### config.mk
export PLATFORM = sky130hd
export DESIGN_NAME = pipeline_hazard_controller
export DESIGN_NICKNAME = d
export VERILOG_FILES = /design/src/rtl/pipeline_hazard_controller_pkg.sv /design/src/rtl/pipeline_hazard_controller_stall_decode.sv /design/src/rtl/pipeline_hazard_controller.sv
export SDC_FILE = /design/constraint.sdc
export NUM_CORES = 1
export LEC_CHECK = 0
export ABC_AREA = 1
export BUFFER_PORTS_ARGS = -buffer_cell sky130_fd_sc_hd__buf_2
export CAP_MARGIN = 10
export CORE_MARGIN = 4
export CORE_UTILIZATION = 49
export CTS_BUF_LIST = sky130_fd_sc_hd__clkbuf_4
export CTS_CLUSTER_DIAMETER = 80
export CTS_CLUSTER_SIZE = 14
export DETAILED_ROUTE_END_ITERATION = 6
export PLACE_DENSITY = 0.84
export SYNTH_ARGS = -nofsm -noshare
export SYNTH_HDL_FRONTEND = slang
export SYNTH_SLANG_ARGS = --single-unit
### constraint.sdc
create_clock -name clk -period 1.56 [get_ports clk]
set_input_delay 0.312 -clock clk [delete_from_list [all_inputs] [get_ports clk]]
set_output_delay 0.312 -clock clk [all_outputs]
set_load 0.01 [all_outputs]
### src/rtl/pipeline_hazard_controller_pkg.sv
// rtl/pipeline_hazard_controller_pkg.sv - stage indices and default sizes shared by the hazard controller
package pipeline_hazard_controller_pkg;

    // Pipeline stage indices, front of the pipe first
    typedef enum logic [3:0] {
        STAGE_PC  = 4'd0,
        STAGE_IF  = 4'd1,
        STAGE_ID  = 4'd2,
        STAGE_EX  = 4'd3,
        STAGE_MEM = 4'd4,
        STAGE_WB  = 4'd5
    } stage_e;

    localparam int STAGE_NUM_DEF  = 6;
    localparam int ADDR_WIDTH_DEF = 32;

    // Thermometer mask with bits [0..stage] set; empty when stage is out of range
    function automatic logic [15:0] stage_therm(input logic [3:0] stage, input int num_stages);
        logic [15:0] m;
        m = '0;
        for (int j = 0; j < 16; j++) begin
            if ((j < num_stages) && (int'(stage) < num_stages) && (j <= int'(stage))) begin
                m[j] = 1'b1;
            end
        end
        return m;
    endfunction

endpackage

### src/rtl/pipeline_hazard_controller_stall_decode.sv
// rtl/pipeline_hazard_controller_stall_decode.sv - stall requests to per-stage hold thermometer
module hazard_stall_decode
    import pipeline_hazard_controller_pkg::*;
#(
    parameter int                   STAGE_NUM     = STAGE_NUM_DEF,
    parameter int                   REQ_NUM       = 3,
    parameter logic [4*REQ_NUM-1:0] REQ_STAGE_MAP = 12'h432
) (
    input  logic [REQ_NUM-1:0]   stall_req,
    output logic [STAGE_NUM-1:0] stall_vec
);

    // OR of per-request thermometers equals the thermometer of the deepest requested stage
    always_comb begin
        logic [15:0] acc;
        acc = '0;
        for (int i = 0; i < REQ_NUM; i++) begin
            if (stall_req[i]) begin
                acc = acc | stage_therm(REQ_STAGE_MAP[4*i +: 4], STAGE_NUM);
            end
        end
        stall_vec = acc[STAGE_NUM-1:0];
    end

endmodule

### src/rtl/pipeline_hazard_controller.sv
// rtl/pipeline_hazard_controller.sv - stall/bubble/flush controller; optional PIPELINE_HAZARD_PERF_EN adds perf counters
module pipeline_hazard_controller
    import pipeline_hazard_controller_pkg::*;
#(
    parameter int                   STAGE_NUM     = STAGE_NUM_DEF,
    parameter int                   REQ_NUM       = 3,
    parameter logic [4*REQ_NUM-1:0] REQ_STAGE_MAP = 12'h432,
    parameter int                   ADDR_WIDTH    = ADDR_WIDTH_DEF
) (
    input  logic                  clk,
    input  logic                  rst,
    input  logic                  stall_all,
    input  logic [REQ_NUM-1:0]    stall_req,
    input  logic                  flush_req,
    input  logic [ADDR_WIDTH-1:0] flush_target,
    output logic [STAGE_NUM-1:0]  stall,
    output logic [STAGE_NUM-1:0]  bubble,
    output logic                  flush,
    output logic [ADDR_WIDTH-1:0] flush_pc,
    output logic                  flush_pending
`ifdef PIPELINE_HAZARD_PERF_EN
    ,
    output logic [31:0]           stall_cycles,
    output logic [31:0]           flush_count
`endif
);

    logic                  pend_valid_q, pend_valid_d;
    logic [ADDR_WIDTH-1:0] pend_pc_q, pend_pc_d;
    logic [STAGE_NUM-1:0]  req_stall;

    hazard_stall_decode #(
        .STAGE_NUM     (STAGE_NUM),
        .REQ_NUM       (REQ_NUM),
        .REQ_STAGE_MAP (REQ_STAGE_MAP)
    ) u_stall_decode (
        .stall_req (stall_req),
        .stall_vec (req_stall)
    );

    // Flush fires immediately unless frozen; a latched flush always beats a new request
    always_comb begin
        flush    = (flush_req | pend_valid_q) & ~stall_all;
        flush_pc = pend_valid_q ? pend_pc_q : flush_target;
    end

    // Stall priority: global freeze, then flush, then deepest stall request
    always_comb begin
        if (stall_all) begin
            stall = '1;
        end else if (flush) begin
            stall = '0;
        end else begin
            stall = req_stall;
        end
        bubble = '0;
        for (int j = 1; j < STAGE_NUM; j++) begin
            bubble[j] = stall[j-1] & ~stall[j];
        end
    end

    // Latch a flush that arrives during a freeze; drop any request while one is held
    always_comb begin
        pend_valid_d = pend_valid_q;
        pend_pc_d    = pend_pc_q;
        if (flush) begin
            pend_valid_d = 1'b0;
        end else if (flush_req && stall_all && !pend_valid_q) begin
            pend_valid_d = 1'b1;
            pend_pc_d    = flush_target;
        end
    end

    // Pending flush state
    always_ff @(posedge clk or negedge rst) begin
        if (!rst) begin
            pend_valid_q <= 1'b0;
            pend_pc_q    <= '0;
        end else begin
            pend_valid_q <= pend_valid_d;
            pend_pc_q    <= pend_pc_d;
        end
    end

    assign flush_pending = pend_valid_q;

`ifdef PIPELINE_HAZARD_PERF_EN
    logic [31:0] stall_cycles_q, stall_cycles_d;
    logic [31:0] flush_count_q, flush_count_d;

    // Saturating event counters
    always_comb begin
        stall_cycles_d = stall_cycles_q;
        flush_count_d  = flush_count_q;
        if (stall[0] && (stall_cycles_q != 32'hFFFF_FFFF)) begin
            stall_cycles_d = stall_cycles_q + 32'd1;
        end
        if (flush && (flush_count_q != 32'hFFFF_FFFF)) begin
            flush_count_d = flush_count_q + 32'd1;
        end
    end

    // Counter registers
    always_ff @(posedge clk or negedge rst) begin
        if (!rst) begin
            stall_cycles_q <= '0;
            flush_count_q  <= '0;
        end else begin
            stall_cycles_q <= stall_cycles_d;
            flush_count_q  <= flush_count_d;
        end
    end

    assign stall_cycles = stall_cycles_q;
    assign flush_count  = flush_count_q;
`endif

endmodule
; ---- Word level (Yosys, flattened, before mapping)
; Index checks and enable logic that the tools add are counted.
[word_totals]
output_inout_bits = 46
in_bits = 39
regBits = 33
[op_classes]
mux = 10
n_reduce_logical = 5
bitwise_logic = 16
[ops]
columns = operator, n
row1 = $mux W32, 1
row2 = $mux W6, 4
row3 = $not A1 Y1, 7
row4 = $and A1 B1 Y1, 6
row5 = $or A6 B5 Y6, 1
row6 = $mux W1, 4
row7 = $or A3 B4 Y4, 1
row8 = $mux W3, 1
row9 = $logic_and A1 B1 Y1, 2
row10 = $reduce_and A2 Y1, 1
row11 = $reduce_bool A2 Y1, 1
row12 = $logic_not A1 Y1, 1
row13 = $or A1 B1 Y1, 1

; ---- Longest topological paths before layout
; Gate-level depths: netlist of the first run.
[depth]
depth_word = 9
depth_mapped = 6
depth_no_buf = 4

; ---- Modules after synthesis
; A second synthesis of the first run with hierarchy kept.
[hier_totals]
hier_cells = 289
area_unflattened_um2 = 1998.2
[by_module_without_submodules]
columns = module, seq_area_each_um2, n_inst, area_each_um2, cells_per_inst
row1 = pipeline_hazard_controller, 825.8, 1, 1946.9, 280
row2 = hazard_stall_decode, 0.0, 1, 51.3, 9

; ---- Worst setup path before layout of the first run
; Ideal clock, no wire load.
[synth_timing]
kind = register to output
start = register pend_valid_q, in the netlist flush_pending
end = output stall[1]
setup_slack_ns = 0.210
n_path_buf = 2
stages_incl_launch_ff = 6
arrival_time_ns = 1.038
path_cell_list = dfrtp_1 -> buf_6 -> nor2_4 -> o21ai_0 -> inv_1 -> buf_4
[synth_between]
elab_chain_len = 4
[synth_lines]
columns = element, line
row1 = from (decl), pipeline_hazard_controller.sv:28  ; logic pend_valid_q, pend_valid_d;
row2 = from (signal assigned), pipeline_hazard_controller.sv:80  ; pend_valid_q <= pend_valid_d;
row3 = $or A1 B1 Y1, pipeline_hazard_controller.sv:43  ; flush = (flush_req | pend_valid_q) & ~stall_all;
row4 = $and A1 B1 Y1, pipeline_hazard_controller.sv:43
row5 = $mux W6, pipeline_hazard_controller.sv:51  ; end else if (flush) begin
row6 = $mux W6, pipeline_hazard_controller.sv:49  ; if (stall_all) begin
row7 = to (decl), pipeline_hazard_controller.sv:16  ; output logic [STAGE_NUM-1:0] stall,
; No other way between the ends.

; ---- Worst setup path in the final report of the first run
[layout_timing]
start = register pend_valid_q, in the netlist flush_pending
end = output stall[3]
; The elaborated chain is that of the path after synthesis.

==> results of run 1 <==
[power by group]
part	internal [mW]	switching [mW]
combinational	0.275	0.348
sequential	0.991	0.0774
clock	0.351	0.274
[repair_timing]
action                                 4_1_cts  5_1_grt
gates resized for setup                     40        4
setup endpoints to repair                   40       41
endpoints found under the hold margin       16        0
hold buffers                                 1        0
setup buffers                                1        0
pin swaps                                    3        1
[state kept, by name (all words and copies together), names as in the netlist]
name,flops
flush_pending,1
pend_pc_q,32
[layout make-up]
| class | count | area, µm² |
|---|---|---|
| inverters | 40 | 153 |
| multi-input cells | 144 | 785 |
| well taps | 48 | 60.1 |
| repair buffers | 87 | 497 |
| flip-flops and latches | 33 | 827 |
| clock inverters | 2 | 33.8 |
| clock buffers | 6 | 45.0 |
| fillers | 334 | 1290 |
[layout by cell type, fill, tap and decap left out]
| master | netlist | layout |
|---|---|---|
| dlygate4sd3_1 | 0 | 1 |
| conb_1 | 1 | 3 |
| buf_4 | 6 | 2 |
| nand3_4 | 1 | 1 |
| nand2_1 | 65 | 65 |
| nand4_1 | 2 | 2 |
| inv_2 | 0 | 2 |
| nor2_1 | 4 | 4 |
| dfrtp_2 | 0 | 1 |
| o21ai_2 | 32 | 34 |
| clkinv_1 | 0 | 1 |
| buf_6 | 7 | 1 |
| bufinv_16 | 0 | 1 |
| nor2_4 | 1 | 1 |
| buf_2 | 4 | 80 |
| buf_12 | 0 | 3 |
| dfrtp_1 | 33 | 32 |
| nand3_2 | 0 | 1 |
| inv_1 | 39 | 37 |
| o21ai_1 | 0 | 33 |
| inv_4 | 1 | 1 |
| clkbuf_4 | 0 | 6 |
[cell families after synthesis]
family,after synthesis
other cells,1
buf+inv,59
compound gates,67
simple gates,74
flops,33
[critical path: stages, from the launching register on]
cell     delay (ps)
dfrtp_2         480
nor2_4          210
inv_2            50
o21ai_1         110
buf_2           140
[path summary, 6_finish.rpt]
kind	to	slack (ps)	cells past startpoint	from
setup / recovery	stall[3]	-70	4	flush_pending
hold / removal	pend_pc_q[9]	230	3	flush_target[9]
setup reg to reg	pend_pc_q[27]	230	6	flush_pending
hold reg to reg	pend_pc_q[0]	490	2	pend_pc_q[0]
max in group asynchronous	pend_pc_q[17]	580	3	rst
min in group asynchronous	pend_pc_q[6]	420	2	rst
[per-layer routing]
metal	wire length, µm	share of wire, %	up-vias
li1	-	-	870
met1	1560	41	719
met4	25	0.67	0
met3	310	8.3	4
met2	1860	50	60
met5	0	0	-
[stage by stage]
step | hold WS (ps) | power [mW] | setup WS [ps]
global placement | 252 | 1.66 | 209
floorplan | 16.4 | 1.48 | 210
global route | 218 | 2.49 | -161
CTS | 218 | 2.35 | -90.8
finish | 234 | 2.32 | -72.0
detailed placement | 260 | 1.69 | 156
==> qor.txt, run 1 <==
Drt via density - 4.59
I/O pin count - 85
DIE HEIGHT - 70.2 µm
Dpl cells - 350
Detailed Place HPWL - 2.92 mm
First-pass GRT wire length - 6.72 mm
Library cells used by synthesis - 16
Post-Syn Instances - 234
Core ar. - 3690 µm²
Post-synthesis mux area share - 0%
Final Cycle Share - 105%
Met3 GRT Util - 4.32%
Post-synthesis async set-or-reset flop share - 100%
HP Class - in -> reg
Vias in the first global route - 1620
Most instantiated cells after synthesis - 65 x nand2_1, 39 x inv_1, 35 x o21ai_0
GRT Total Usage - 16.9%
Rows - 22
Clk buf depth - 2
CTS Buf Count - 5
Post-Synth Adder-Cell Area - 0%
RSZ-0062 raised after global routing - yes
Final wirelength - 3.75 mm
Synth Area in Compound Gates - 24.0%
Dominant cells by area after synthesis - dfrtp_1 44%, o21ai_2 15%, nand2_1 13%, o21ai_0 9.2%, inv_1 7.7%
Placer Congestion - 0.756
Setup TNS - -983 ps
Setup slack after layout - -72.0 ps
Ratio of cells with drive above 1 in the final layout - 42.9%
Status - complete, but fails checks
Slew Viols, Final - 0
Crit. End Element - primary output
Clk sinks - 33
Layout area overhead - 26.7%
CP Class - reg -> out
CTS tree - yes
DIE WIDTH - 70.2 µm
Final Setup Violations - 41
Via count - 1653
Mapped cell area - 1890 µm²
IO Port Bufs - 81
Register clock-pin slew on the reported worst setup and hold paths - 100 ps
Post-route minimum period - 1630 ps
Post-synth top area share - 43.6%
CP Data Arrival Time - 1320 ps
Most used DFF post-synth - dfrtp_1
VDD IR-drop max - 0.000566 V
Die area - 4920 µm²
Final Cell Area - 2400 µm²
FMAX - 0.613 GHz
Total gr overflow - 0
Leakage power - 1.34 nW
1st-pass router iterations - 4
Total number of yosys warnings - 0
Number of hold violations in the final report - 0
H-tree depth - 2
Initial core utilization - 51.4%
# diodes - 0
DRC Markers - 0
Met2 Track Usage GR - 29.3%
Root buffer cell - clkbuf_4
Nets@finish - 350
Area after DPL - 2270 µm²
Synth Area in Simple Gates - 16.1%
DR iter-0 viols - 91
Post-DRT Antenna Nets - 0
FF+latch count, synth - 33
CP Data Required Time - 1250 ps
GRT Max-Usage Layer - met2
Pin count of the biggest net entering global routing - 65
CP Launch Type - register
Main combinational cell family by area after synthesis - compound AO/OA/AOI/OAI gates
Later-pin clock latency in the skew report - 330 ps
Most common cell in the netlist - nand2_1
Pwr dens - 965 nW/µm²
Avg Cell Area, Syn - 8.10 µm²
Crit Path Max Fanout - 7
Post-Layout Cell Count - 360
Met1 usage - 19.1%
Avg WL per Cell - 10.4 µm
Clk_skew - 4.95 ps
Final core utilization - 65.1%
Initial antenna violation count - 0
XOR/XNOR share of the synthesized area - 0%
Cell accounting for the most synthesized area - dfrtp_1
Sequential fraction of the synthesis area - 43.6%
Max cap viols - 0
Number of synthesized flops with an enable pin - 0
Failing checks - negative setup slack
Note: power is estimated with default switching activity, not from simulation.
==> run 2: changes to the inputs <==
==> constraint.sdc (replaced) <==
create_clock -name clk -period 1.56 [get_ports clk]
set_input_delay 0.234 -clock clk [delete_from_list [all_inputs] [get_ports clk]]
set_output_delay 0.234 -clock clk [all_outputs]
set_load 0.01 [all_outputs]
==> run 2 against run 1 <==
  * The flow still finishes with violations (negative setup slack)
  * First-iteration DRC count down 46%
  * Die area unchanged
  * Power down 8.0%
  * Routed wire length up 1.9%
  * Sequential power about the same
  * Cell count up 0.56%
  * Setup slack better by 66 ps
  * Utilization down 0.17 points
  * Clock skew about the same
  * Maximum frequency up 4.2%
  * Largest cell class unchanged
  * Largest power group unchanged
==> qor.txt, run 2 (synthesis results as in run 1) <==
Worst r2r src - flush_pending (unchanged)
CTS Buf Count - 5 (unchanged)
CP Launch Type - register (unchanged)
Drt via density - 4.72 (was 4.59)
First-pass GRT wire length - 6.75 mm (was 6.72 mm)
Placer Congestion - 0.764 (was 0.756)
GRT Total Usage - 16.7% (was 16.9%)
RSZ-0062 raised after global routing - yes (unchanged)
H-tree depth - 2 (unchanged)
Nets@finish - 353 (was 350)
Layout area overhead - 26.4% (was 26.7%)
Via count - 1708 (was 1653)
Core ar. - 3690 µm² (unchanged)
Post-DRT Antenna Nets - 0 (unchanged)
CP Data Required Time - 1330 ps (was 1250 ps)
Hold Path Origin - flush_target[9] (unchanged)
Worst r2r dst - pend_pc_q[7] (was pend_pc_q[27])
Register clock-pin slew on the reported worst setup and hold paths - 90 ps (was 100 ps)
Ratio of cells with drive above 1 in the final layout - 43.0% (was 42.9%)
Vias in the first global route - 1676 (was 1620)
Clk buf depth - 2 (unchanged)
Rows - 22 (unchanged)
Max cap viols - 0 (unchanged)
FMAX - 0.638 GHz (was 0.613 GHz)
Failing checks - negative setup slack (unchanged)
Later-pin clock latency in the skew report - 320 ps (was 330 ps)
# diodes - 0 (unchanged)
Final wirelength - 3.82 mm (was 3.75 mm)
Crit. End Element - primary output (unchanged)
Filler cells - 342 (was 334)
Pin count of the biggest net entering global routing - 65 (unchanged)
Pwr dens - 890 nW/µm² (was 965 nW/µm²)
Initial antenna violation count - 0 (unchanged)
Crit Path Max Fanout - 8 (was 7)
CTS tree - yes (unchanged)
DRC Markers - 0 (unchanged)
Avg WL per Cell - 10.6 µm (was 10.4 µm)
Post-route minimum period - 1570 ps (was 1630 ps)
Setup TNS - -6.30 ps (was -983 ps)
R2r setup slk - 250 ps (was 230 ps)
Clk sinks - 33 (unchanged)
Worst r2r path cells - 6 (unchanged)
Root buffer cell - clkbuf_4 (unchanged)
1st-pass router iterations - 4 (unchanged)
Detailed Place HPWL - 2.95 mm (was 2.92 mm)
CP Class - reg -> out (unchanged)
Number of hold violations in the final report - 0 (unchanged)
Total gr overflow - 0 (unchanged)
IO Port Bufs - 81 (unchanged)
Hold Path Depth - 3 (unchanged)
DIE HEIGHT - 70.2 µm (unchanged)
Final Cycle Share - 100% (was 105%)
DR iter-0 viols - 49 (was 91)
Hold Crit Endpoint - pend_pc_q[9] (unchanged)
Slew Viols, Final - 0 (unchanged)
Leakage power - 1.34 nW (about the same)
Power Total - 2.13 mW (was 2.32 mW)
Clk_skew - 5.44 ps (was 4.95 ps)
Setup slack after layout - -6.30 ps (was -72.0 ps)
Die area - 4920 µm² (unchanged)
Status - complete, but fails checks (unchanged)
Most common cell after layout, fill and taps aside - buf_2 (unchanged)
HP Class - in -> reg (unchanged)
Initial core utilization - 51.4% (unchanged)
I/O pin count - 85 (unchanged)
VDD IR-drop max - 0.000578 V (was 0.000566 V)
DIE WIDTH - 70.2 µm (unchanged)
Max FFs per register - 32 (unchanged)
Most frequent cells in the layout - 80 x buf_2, 64 x nand2_1, 38 x inv_1, 34 x o21ai_2, 32 x dfrtp_1 (was 80 x buf_2, 65 x nand2_1, 37 x inv_1, 34 x o21ai_2, 33 x o21ai_1)
Most flops, register - pend_pc_q (unchanged)
Final Setup Violations - 1 (was 41)
CP Data Arrival Time - 1330 ps (was 1320 ps)
## run 2: final cells by class
| cell class | instances | area [µm²] | area share, % |
|---|---|---|---|
| Sequential cell | 33 | 827 | 34.6 |
| Multi-Input combinational cell | 144 | 782 | 32.7 |
| Timing Repair Buffer | 90 | 523 | 21.9 |
| Inverter | 40 | 153 | 6.38 |
| Tap cell | 48 | 60.1 | 2.51 |
| Clock buffer | 6 | 45.0 | 1.88 |
| Clock inverter | 1 | 3.75 | 0.157 |
## run 2: worst max-delay path, stage by stage (launching register included)
cell     delay [ps]
dfrtp_2         500
nor2_4          140
buf_4           130
nand3_1          70
inv_1            60
buf_2           120
## run 2: how the worst max path moves through the flow
stage | startpoint | end | slack, ps | cells after the start
2_1_floorplan | flush_pending | stall[1] | 290 | 5
3_3_place_gp | flush_pending | flush_pc[30] | 280 | 3
3_5_place_dp | flush_pending | stall[4] | 230 | 4
4_1_cts | flush_pending | stall[2] | -60 | 5
5_1_grt | flush_pending | bubble[3] | -100 | 5
6_report | flush_pending | bubble[5] | -6 | 5
## run 2: where the power goes
part	switching [mW]	internal [mW]	leakage, nW
Clock	0.249	0.181	0.0292
Combinational	0.351	0.282	0.902
Sequential	0.0781	0.990	0.409
## run 2: per-stage QoR
| stage | setup WS (ps) | instance area, µm² | hold slack, ps | utilization [%] | std cells |
|---|---|---|---|---|---|
| floorplan | 288 | 1900 | -61.6 | - | 236 |
| global placement | 278 | 2280 | 184 | 61.9 | 350 |
| detailed placement | 234 | 2280 | 181 | 61.9 | 350 |
| CTS | -63.8 | 2370 | 152 | 64.1 | 361 |
| global route | -98.0 | 2390 | 150 | 64.9 | 362 |
| finish | -6.30 | 2390 | 172 | 64.9 | 362 |
## run 2: timing repair
action                                 4_1_cts  5_1_grt
setup buffers                                3        1
hold buffers                                 1        0
resized for setup                           25       11
pin swaps                                    1        1
endpoints found under the hold margin       16        0
setup endpoints to repair                   36       40
## run 2: layer usage
layer | routed length, µm | vias up | GRT usage [%]
met2 | 1900 | 58 | 29.4
met5 | 0 | - | 0
li1 | - | 884 | -
met4 | 63 | 0 | 5.96
met3 | 294 | 7 | 5.47
met1 | 1570 | 759 | 18.8
